File: src/rtl/fp_pkg.sv
// Shared types and constants for the floating-point datapath.
package fp_pkg;

  // Operand classification after subnormal flush.
  typedef enum logic [2:0] {
    FpZero,
    FpNorm,
    FpInf,
    FpQnan,
    FpSnan
  } fp_class_e;

  // Bit positions inside the 4-bit {nv, of, uf, nx} flag vector.
  localparam int unsigned FLG_NV = 3;
  localparam int unsigned FLG_OF = 2;
  localparam int unsigned FLG_UF = 1;
  localparam int unsigned FLG_NX = 0;

  // Canonical quiet NaN, right-aligned in 64 bits; callers slice their width.
  function automatic logic [63:0] fp_canon_nan(input int unsigned exp_w,
                                               input int unsigned man_w);
    logic [63:0] r;
    r = ((64'd1 << exp_w) - 64'd1) << man_w;
    r = r | (64'd1 << (man_w - 1));
    return r;
  endfunction

  // Infinity with the given sign, right-aligned in 64 bits.
  function automatic logic [63:0] fp_inf(input logic sign, input int unsigned exp_w,
                                         input int unsigned man_w);
    logic [63:0] r;
    r = ((64'd1 << exp_w) - 64'd1) << man_w;
    r = r | (64'(sign) << (exp_w + man_w));
    return r;
  endfunction

  // Classify from field summaries; a zero exponent always reads as zero.
  function automatic fp_class_e fp_classify(input logic exp_ones, input logic exp_zero,
                                            input logic frac_zero, input logic frac_msb);
    fp_class_e c;
    if (exp_ones) begin
      if (frac_zero)     c = FpInf;
      else if (frac_msb) c = FpQnan;
      else               c = FpSnan;
    end else if (exp_zero) begin
      c = FpZero;
    end else begin
      c = FpNorm;
    end
    return c;
  endfunction

endpackage

File: src/rtl/fp_round_rne.sv
// Normalise a raw significand product, round to nearest even, detect
// overflow/underflow and pack the result word.
module fp_round_rne
  import fp_pkg::*;
#(
  parameter int unsigned EXP_W = 8,
  parameter int unsigned MAN_W = 23,
  localparam int unsigned W    = 1 + EXP_W + MAN_W,
  localparam int unsigned PW   = 2 * MAN_W + 2
) (
  input  logic                   sign_i,
  input  logic signed [EXP_W+1:0] exp_i,
  input  logic [PW-1:0]          prod_i,
  output logic [W-1:0]           result_o,
  output logic [3:0]             flags_o
);

  localparam int unsigned EW2 = EXP_W + 2;
  localparam logic signed [EW2-1:0] ExpMax  = EW2'((1 << EXP_W) - 1);
  localparam logic signed [EW2-1:0] ExpZero = '0;
  localparam logic [63:0]           InfWide = fp_inf(1'b0, EXP_W, MAN_W);
  localparam logic [W-2:0]          InfMag  = InfWide[W-2:0];

  logic [PW-2:0]          norm;
  logic [MAN_W-1:0]       frac;
  logic                   guard;
  logic                   sticky;
  logic                   round_up;
  logic [MAN_W:0]         frac_rnd;
  logic signed [EW2-1:0]  exp_n;

  // Normalise so the hidden one sits just above bit PW-2, then round and pack.
  always_comb begin
    norm     = prod_i[PW-1] ? prod_i[PW-2:0] : {prod_i[PW-3:0], 1'b0};
    frac     = norm[PW-2 -: MAN_W];
    guard    = norm[MAN_W];
    sticky   = |norm[MAN_W-1:0];
    round_up = guard & (sticky | frac[0]);
    frac_rnd = {1'b0, frac} + (MAN_W + 1)'(round_up);
    // On carry-out frac_rnd's low bits are already zero; only the exponent moves.
    exp_n    = exp_i + $signed(EW2'(prod_i[PW-1])) + $signed(EW2'(frac_rnd[MAN_W]));

    flags_o = '0;
    if (exp_n >= ExpMax) begin
      result_o        = {sign_i, InfMag};
      flags_o[FLG_OF] = 1'b1;
      flags_o[FLG_NX] = 1'b1;
    end else if (exp_n <= ExpZero) begin
      result_o        = {sign_i, {(W - 1){1'b0}}};
      flags_o[FLG_UF] = 1'b1;
      flags_o[FLG_NX] = 1'b1;
    end else begin
      result_o        = {sign_i, exp_n[EXP_W-1:0], frac_rnd[MAN_W-1:0]};
      flags_o[FLG_NX] = guard | sticky;
    end
  end

endmodule

File: src/rtl/fp_mul_pipe.sv
// Three-stage IEEE-754 multiplier with valid/ready flow control.
// S1 unpacks/classifies, S2 multiplies significands and resolves special
// cases, S3 rounds and registers the result.
module fp_mul_pipe
  import fp_pkg::*;
#(
  parameter int unsigned EXP_W = 8,
  parameter int unsigned MAN_W = 23,
  localparam int unsigned W    = 1 + EXP_W + MAN_W
) (
  input  logic         clk,
  input  logic         rst_n,
  input  logic         in_valid,
  output logic         in_ready,
  input  logic [W-1:0] a,
  input  logic [W-1:0] b,
  output logic         out_valid,
  input  logic         out_ready,
  output logic [W-1:0] product,
  output logic [3:0]   flags
);

  localparam int unsigned     EW2      = EXP_W + 2;
  localparam int unsigned     PW       = 2 * MAN_W + 2;
  localparam int unsigned     Bias     = (1 << (EXP_W - 1)) - 1;
  localparam logic [EW2-1:0]  BiasX    = EW2'(Bias);
  localparam logic [63:0]     NanWide  = fp_canon_nan(EXP_W, MAN_W);
  localparam logic [63:0]     InfWide  = fp_inf(1'b0, EXP_W, MAN_W);
  localparam logic [W-1:0]    CanonNan = NanWide[W-1:0];
  localparam logic [W-2:0]    InfMag   = InfWide[W-2:0];

  // Stage 1 state
  logic                   v1_q, v1_d;
  logic                   s1_sign_q, s1_sign_d;
  fp_class_e              s1_cls_a_q, s1_cls_a_d, s1_cls_b_q, s1_cls_b_d;
  logic signed [EW2-1:0]  s1_exp_q, s1_exp_d;
  logic [MAN_W:0]         s1_ma_q, s1_ma_d, s1_mb_q, s1_mb_d;
  // Stage 2 state
  logic                   v2_q, v2_d;
  logic                   s2_sign_q, s2_sign_d;
  logic signed [EW2-1:0]  s2_exp_q, s2_exp_d;
  logic [PW-1:0]          s2_prod_q, s2_prod_d;
  logic                   s2_spec_q, s2_spec_d;
  logic [W-1:0]           s2_spec_res_q, s2_spec_res_d;
  logic [3:0]             s2_spec_flg_q, s2_spec_flg_d;
  // Stage 3 state
  logic                   v3_q, v3_d;
  logic [W-1:0]           product_q, product_d;
  logic [3:0]             flags_q, flags_d;

  logic                   rdy1, rdy2, rdy3;
  logic [EXP_W-1:0]       ea, eb;
  logic [MAN_W-1:0]       fa, fb;
  fp_class_e              cls_a, cls_b;
  logic                   spec;
  logic [W-1:0]           spec_res;
  logic [3:0]             spec_flg;
  logic [W-1:0]           rnd_res;
  logic [3:0]             rnd_flg;

  // Field extraction and classification of the incoming operands.
  always_comb begin
    ea    = a[W-2:MAN_W];
    eb    = b[W-2:MAN_W];
    fa    = a[MAN_W-1:0];
    fb    = b[MAN_W-1:0];
    cls_a = fp_classify(&ea, ~|ea, ~|fa, fa[MAN_W-1]);
    cls_b = fp_classify(&eb, ~|eb, ~|fb, fb[MAN_W-1]);
  end

  // Special-case resolution from S1 classes, in priority order.
  always_comb begin
    spec     = 1'b1;
    spec_res = '0;
    spec_flg = '0;
    if (s1_cls_a_q == FpSnan || s1_cls_b_q == FpSnan) begin
      spec_res         = CanonNan;
      spec_flg[FLG_NV] = 1'b1;
    end else if (s1_cls_a_q == FpQnan || s1_cls_b_q == FpQnan) begin
      spec_res = CanonNan;
    end else if ((s1_cls_a_q == FpInf && s1_cls_b_q == FpZero) ||
                 (s1_cls_a_q == FpZero && s1_cls_b_q == FpInf)) begin
      spec_res         = CanonNan;
      spec_flg[FLG_NV] = 1'b1;
    end else if (s1_cls_a_q == FpInf || s1_cls_b_q == FpInf) begin
      spec_res = {s1_sign_q, InfMag};
    end else if (s1_cls_a_q == FpZero || s1_cls_b_q == FpZero) begin
      spec_res = {s1_sign_q, {(W - 1){1'b0}}};
    end else begin
      spec = 1'b0;
    end
  end

  fp_round_rne #(
    .EXP_W (EXP_W),
    .MAN_W (MAN_W)
  ) u_round (
    .sign_i   (s2_sign_q),
    .exp_i    (s2_exp_q),
    .prod_i   (s2_prod_q),
    .result_o (rnd_res),
    .flags_o  (rnd_flg)
  );

  // Stage handshake and next-state; each stage loads whenever it can hand off or is empty.
  always_comb begin
    rdy3 = ~v3_q | out_ready;
    rdy2 = ~v2_q | rdy3;
    rdy1 = ~v1_q | rdy2;

    v1_d          = v1_q;
    s1_sign_d     = s1_sign_q;
    s1_cls_a_d    = s1_cls_a_q;
    s1_cls_b_d    = s1_cls_b_q;
    s1_exp_d      = s1_exp_q;
    s1_ma_d       = s1_ma_q;
    s1_mb_d       = s1_mb_q;
    v2_d          = v2_q;
    s2_sign_d     = s2_sign_q;
    s2_exp_d      = s2_exp_q;
    s2_prod_d     = s2_prod_q;
    s2_spec_d     = s2_spec_q;
    s2_spec_res_d = s2_spec_res_q;
    s2_spec_flg_d = s2_spec_flg_q;
    v3_d          = v3_q;
    product_d     = product_q;
    flags_d       = flags_q;

    if (rdy1) begin
      v1_d = in_valid;
      if (in_valid) begin
        s1_sign_d  = a[W-1] ^ b[W-1];
        s1_cls_a_d = cls_a;
        s1_cls_b_d = cls_b;
        s1_exp_d   = $signed({2'b00, ea}) + $signed({2'b00, eb}) - $signed(BiasX);
        s1_ma_d    = {1'b1, fa};
        s1_mb_d    = {1'b1, fb};
      end
    end

    if (rdy2) begin
      v2_d = v1_q;
      if (v1_q) begin
        s2_sign_d     = s1_sign_q;
        s2_exp_d      = s1_exp_q;
        s2_prod_d     = PW'(s1_ma_q) * PW'(s1_mb_q);
        s2_spec_d     = spec;
        s2_spec_res_d = spec_res;
        s2_spec_flg_d = spec_flg;
      end
    end

    if (rdy3) begin
      v3_d = v2_q;
      if (v2_q) begin
        product_d = s2_spec_q ? s2_spec_res_q : rnd_res;
        flags_d   = s2_spec_q ? s2_spec_flg_q : rnd_flg;
      end
    end
  end

  // Pipeline registers with synchronous active-low reset.
  always_ff @(posedge clk) begin
    if (!rst_n) begin
      v1_q          <= 1'b0;
      s1_sign_q     <= 1'b0;
      s1_cls_a_q    <= FpZero;
      s1_cls_b_q    <= FpZero;
      s1_exp_q      <= '0;
      s1_ma_q       <= '0;
      s1_mb_q       <= '0;
      v2_q          <= 1'b0;
      s2_sign_q     <= 1'b0;
      s2_exp_q      <= '0;
      s2_prod_q     <= '0;
      s2_spec_q     <= 1'b0;
      s2_spec_res_q <= '0;
      s2_spec_flg_q <= '0;
      v3_q          <= 1'b0;
      product_q     <= '0;
      flags_q       <= '0;
    end else begin
      v1_q          <= v1_d;
      s1_sign_q     <= s1_sign_d;
      s1_cls_a_q    <= s1_cls_a_d;
      s1_cls_b_q    <= s1_cls_b_d;
      s1_exp_q      <= s1_exp_d;
      s1_ma_q       <= s1_ma_d;
      s1_mb_q       <= s1_mb_d;
      v2_q          <= v2_d;
      s2_sign_q     <= s2_sign_d;
      s2_exp_q      <= s2_exp_d;
      s2_prod_q     <= s2_prod_d;
      s2_spec_q     <= s2_spec_d;
      s2_spec_res_q <= s2_spec_res_d;
      s2_spec_flg_q <= s2_spec_flg_d;
      v3_q          <= v3_d;
      product_q     <= product_d;
      flags_q       <= flags_d;
    end
  end

  assign in_ready  = rdy1 & rst_n;
  assign out_valid = v3_q;
  assign product   = product_q;
  assign flags     = flags_q;

endmodule

File: config.mk
export PLATFORM = sky130hd
export DESIGN_NAME = fp_mul_pipe
export DESIGN_NICKNAME = d
export VERILOG_FILES = /design/src/rtl/fp_pkg.sv /design/src/rtl/fp_round_rne.sv /design/src/rtl/fp_mul_pipe.sv
export SDC_FILE = /design/constraint.sdc
export NUM_CORES = 2
export LEC_CHECK = 0
export CORE_MARGIN = 2
export CORE_UTILIZATION = 45
export DETAILED_ROUTE_END_ITERATION = 10
export PLACE_DENSITY = 0.67
export SYNTH_ARGS = -nofsm -noshare
export SYNTH_HDL_FRONTEND = slang
export SYNTH_HIERARCHICAL = 1
export SYNTH_SLANG_ARGS = --single-unit
export TNS_END_PERCENT = 50
File: constraint.sdc
create_clock -name clk -period 8.8 [get_ports clk]
set_input_delay 1.32 -clock clk [delete_from_list [all_inputs] [get_ports clk]]
set_output_delay 1.32 -clock clk [all_outputs]
set_load 0.01 [all_outputs]
After elaboration in Yosys (flattened, before gate mapping):

Cells that the tools add are included.

* output and inout port bits: 38
* bits in registers: 197
* bits of input ports: 68

* equality and inequality tests: 6
* reductions and logical operators: 19
* magnitude comparators: 2
* muxes and demuxes: 31
* bitwise gates (word level): 11
* multiply operators: 1
* add/sub/neg operators: 5

Operator list (count)
* 32-bit 2-to-1 mux: 6
* 23-bit OR reduction: 3
* 31-bit 2-to-1 mux: 2
* 24-bit by 24-bit multiplier with 48-bit output: 1
* 47-bit 2-to-1 mux: 1
* 23-bit by 1-bit adder with 24-bit output: 1
* 10-bit by 2-bit adder with 10-bit output: 2
* 3-bit 2-to-1 mux: 6
* 8-bit AND reduction: 2
* 8-bit OR reduction: 2
* 1-bit 2-to-1 mux: 15
* 3-bit by 2-bit equality test with 1-bit output (second input constant): 4
* 10-bit by 9-bit >= comparator with 1-bit output (second input constant): 1
* 10-bit by 1-bit <= comparator with 1-bit output (second input constant): 1
* 9-bit by 7-bit subtractor with 10-bit output (second input constant): 1
* 8-bit by 8-bit adder with 9-bit output: 1
* 3-bit equality test (second input constant): 2
* 3-bit logical NOT: 2
* 2-bit AND reduction: 3
* 1-bit logical OR: 5
* 1-bit bitwise OR: 5
* 4-bit 2-to-1 mux: 1
* 1-bit inverter: 3
* 1-bit bitwise AND: 2
* other kinds (2): 3

Logic depth before layout (Yosys ltp):

* depth in word-level cells: 10
* mapped depth: 27
* depth with buffers taken out: 25

Cells and area by module:

Netlist, hierarchy kept.

Modules (own cells, without submodules)
* fp_mul_pipe: instances 1, cells an instance 2998, area an instance 25627.1 um^2
* fp_round_rne: instances 1, cells an instance 236, area an instance 1629.1 um^2

Worst setup path before layout:

No wires, ideal clock.

* path type: register -> register
* start: register s1_ma_q[20]
* end: register s2_prod_q[46]
* stages on the path, launching flop included: 26
* data arrival time: 6.211 ns
* path slack: 2.466 ns
* clock period less this slack: 6.334 ns
* buffers on the path: 2
* cells stage by stage: dfxtp_1 > clkbuf_1 > nand2_1 > fa_1 > inv_1 > fa_1 > inv_1 > fa_1 > fa_1 > inv_1 > fa_1 > fa_1 > inv_1 > fa_1 > inv_1 > ha_1 > clkbuf_1 > a21o_1 > a21o_1 > a211oi_2 > o311ai_4 > nand2_2 > o311ai_2 > a31oi_1 > xor2_1 > o21ai_2

* word-level cells in the longest chain between the ends: 1

Ends and longest elaborated chain
* start: declaration: line fp_mul_pipe.sv:37 `logic [MAN_W:0] s1_ma_q, s1_ma_d, s1_mb_q, s1_mb_d;`
* start signal: assignment: line fp_mul_pipe.sv:188 `s1_ma_q <= s1_ma_d;`
* 24-bit by 24-bit multiplier with 48-bit output: line fp_mul_pipe.sv:146 `s2_prod_d = PW'(s1_ma_q) * PW'(s1_mb_q);`
* end signal: assignment: line fp_mul_pipe.sv:193 `s2_prod_q <= s2_prod_d;`
* end: declaration: line fp_mul_pipe.sv:42 `logic [PW-1:0] s2_prod_q, s2_prod_d;`

No other way between the ends.
A chain may end at the register's enable or synchronous reset.

Worst setup path in the final report:

* start: register s1_ma_q[17]
* end: register s2_prod_q[46]

Same word-level chain as after synthesis.

==> flow_summary.toml <==
[final_layout]
final_layout_size_suffix_gt1_share_pct = 3.42
finalNetCount = 3946
seqCellArea_sq_um = 3340
n_antenna_cell = 0
area_growth_pct = 7.97
fillCellCount = 5812
fin_cells = 3998
multi_input_area_sq_um = 21000
design_area_sq_um = 29400

[routing]
drtIter0Drc = 1303
dr.pass1.iters = 5
vias = 21300
totalWireLength_microns = 70400
drc = 0
viasPerCell = 5.32
ant_nets = 0
wl_per_cell_microns = 17.6

[global_route]
grt_pass1_vias = 22300
grt_antenna_before_repair = 0
overflow = 0
grt_max_degree = 91
grt_pass1_wl_microns = 119000
grt_use_total_pct = 23.6

[floorplan]
initial_core_util_pct = 45.3
coreArea_sq_um = 60100
die_x_microns = 250
ios = 106
die_y_microns = 250
rows = 90
die_area_sq_um = 62600

[critical_path]
regToRegSetupSlack_ps = 1420
critPathKind = "reg2reg"
cp.required_ps = 9150
r2r_start = "s1_ma_q[17]"
critPathCaptureType = "flop"
worstPathArrival_ps = 7730
cp_max_fo = 25
cp-start-kind = "flop"
startpoint = "s1_ma_q[17]"

[clock_tree]
clk_pin_slew_worst_paths_ps = 80
cts_resized = 0
holdBufCountCts = 0
cts_inserted_buffers = 17
cts_setup_buffers = 0
cts_sinks = 167
clockBufferDepth = 2
cts_tree = "built"
root_buffer = "clkbuf_16"
clk_latency_ps = 470
htreeDepth = 4

[logic_synthesis]
synthTopCellsByCount = "581 x inv_1, 553 x nand2_1, 484 x fa_1"
seq_area_frac_synth_pct = 12.3
synth_top_area_share_pct = 35.5
yosys_warnings = 6
syn-num-nets = 3977
netlist_instances = 3234
yosys-top-cells-area = "fa_1 36%, dfxtp_1 12%, ha_1 8.8%"
synth_top_cell_by_area = "fa_1"
synth_area_sq_um = 27300
ys.flop_type = "dfxtp_1"
ys_types = 78
ys_ff_latch = 167
avgSynthCellArea_sq_um = 8.43
synth-edff-count = 0
yosysMostFrequentCell = "inv_1"
synth_async_sr_flop_share_pct = 0

[timing]
period_share_pct = 83.9
clock_skew_ps = 22.7
timing.fmax_mhz = 136
worst_slew_pin_slew_ps = 1210
grt_setup_unrepaired = "false"
finalHoldViolations = 0
final.setup.tns_ps = 0
setup_viol = 0
slew_violations = 0
slew_headroom_pct = 19.1
period_needed_ps = 7380

[placed_design]
io_buffers = 105
gp_congestion = 0.934
post-place-cells = 3966
dp_hpwl_microns = 55200
dpl_cell_area_sq_um = 28800

[hold_path]
worst_hold_path_type = "reg2reg"
min_from = "product[5]"

[status]
status = "completed"

[power_and_ir_drop]
cellLeakagePower_nw = 13.5
power.density_nw_per_um2 = 95.8
ir_drop_uv = 146

[flow_run]
maxCapViolCount = 0
-- cell usage in the layout (no fill, tap or decap), types with 33 or more instances in the layout --
master and count:
o21ai_0 44, nand2_1 552, and2_1 296, nor2_1 95, nand3_1 36, xor2_1 46, inv_1 580, buf_4 33
dfxtp_1 166, a21oi_1 192, xnor2_1 39, fa_1 484, clkdlybuf4s50_1 105, ha_1 191
-- routing by layer --
layer / track usage (%) / up-vias / wire length (microns)
met1: 32.2 / 10700 / 30800
met2: 39.7 / 592 / 33900
met3: 2.86 / 109 / 3830
met5: 0 / - / 0
met4: 6.50 / 0 / 1830
li1: - / 9836 / -
-- registers in the layout (all words and copies together) (netlist names) --
signal and flops:
s2_prod_q 48, product 32, s1_ma_q 24, s1_mb_q 23, s1_exp_q 10, s2_exp_q 10, flags 4, s1_cls_a_q 3
s1_cls_b_q 3, s2_spec_res_q 3, out_valid 1, s1_sign_q 1, s2_sign_q 1, s2_spec_flg_q 1, s2_spec_q 1, v1_q 1
v2_q 1
-- critical path, stage by stage, from the launching register on --
cell,delay [ps]
dfxtp_1,1130
nand2_1,200
fa_1,580
inv_1,50
fa_1,490
inv_1,60
fa_1,500
fa_1,510
inv_1,50
fa_1,550
fa_1,520
inv_1,50
fa_1,500
inv_1,50
ha_1,390
nand2_1,90
a21oi_1,170
o21ai_0,170
a21oi_1,300
nand2_2,90
o311ai_2,370
a31oi_1,150
xor2_1,190
o21ai_2,60
-- stage by stage --
| stage | power, W | setup WS, ps | hold slack (ps) | utilization [%] |
|---|---|---|---|---|
| 2_1_floorplan | 0.00167 | 2470 | 420 | - |
| 6_report | 0.00282 | 1420 | 454 | 48.9 |
| 3_5_place_dp | 0.00205 | 1580 | 445 | 47.9 |
| 4_1_cts | 0.00284 | 1490 | 457 | 48.9 |
| 3_3_place_gp | 0.00205 | 1580 | 439 | 47.9 |
| 5_1_grt | 0.00302 | 1000 | 470 | 48.9 |
-- power breakdown --
group / leakage [nW] / switching (W) / internal [W]
clock network: 0.294 / 0.000391 / 0.000392
logic: 11.8 / 0.000678 / 0.000441
registers: 1.36 / 0.000118 / 0.000798
-- cell families (layout without fill, tap and decap cells) --
group | Yosys count | in the layout | share of synthesized area, %
simple gates | 1140 | 1140 | 20.5
buf+inv | 769 | 751 | 10.7
mux | 21 | 21 | 0.785
xor+xnor | 85 | 85 | 2.73
flops | 167 | 167 | 12.3
compound gates | 376 | 376 | 8.70
fa+ha+maj | 675 | 675 | 44.3
other cells | 1 | 1 | 0.0138
-- layout make-up --
cell class | count | area share (%)
repair buffers | 138 | 4.41
inverters | 581 | 7.42
flip-flops and latches | 167 | 11.4
clock buffers | 18 | 1.49
well taps | 782 | 3.32
clock inverters | 14 | 0.574
multi-input cells | 2298 | 71.4
-- worst paths after layout --
kind / endpoint / cells after the start
min: product[5] / 2
max: s2_prod_q[46] / 23
max reg2reg: s2_prod_q[46] / 23
min reg2reg: product[5] / 2
No activity file was read; power rests on OpenSTA's default activity.
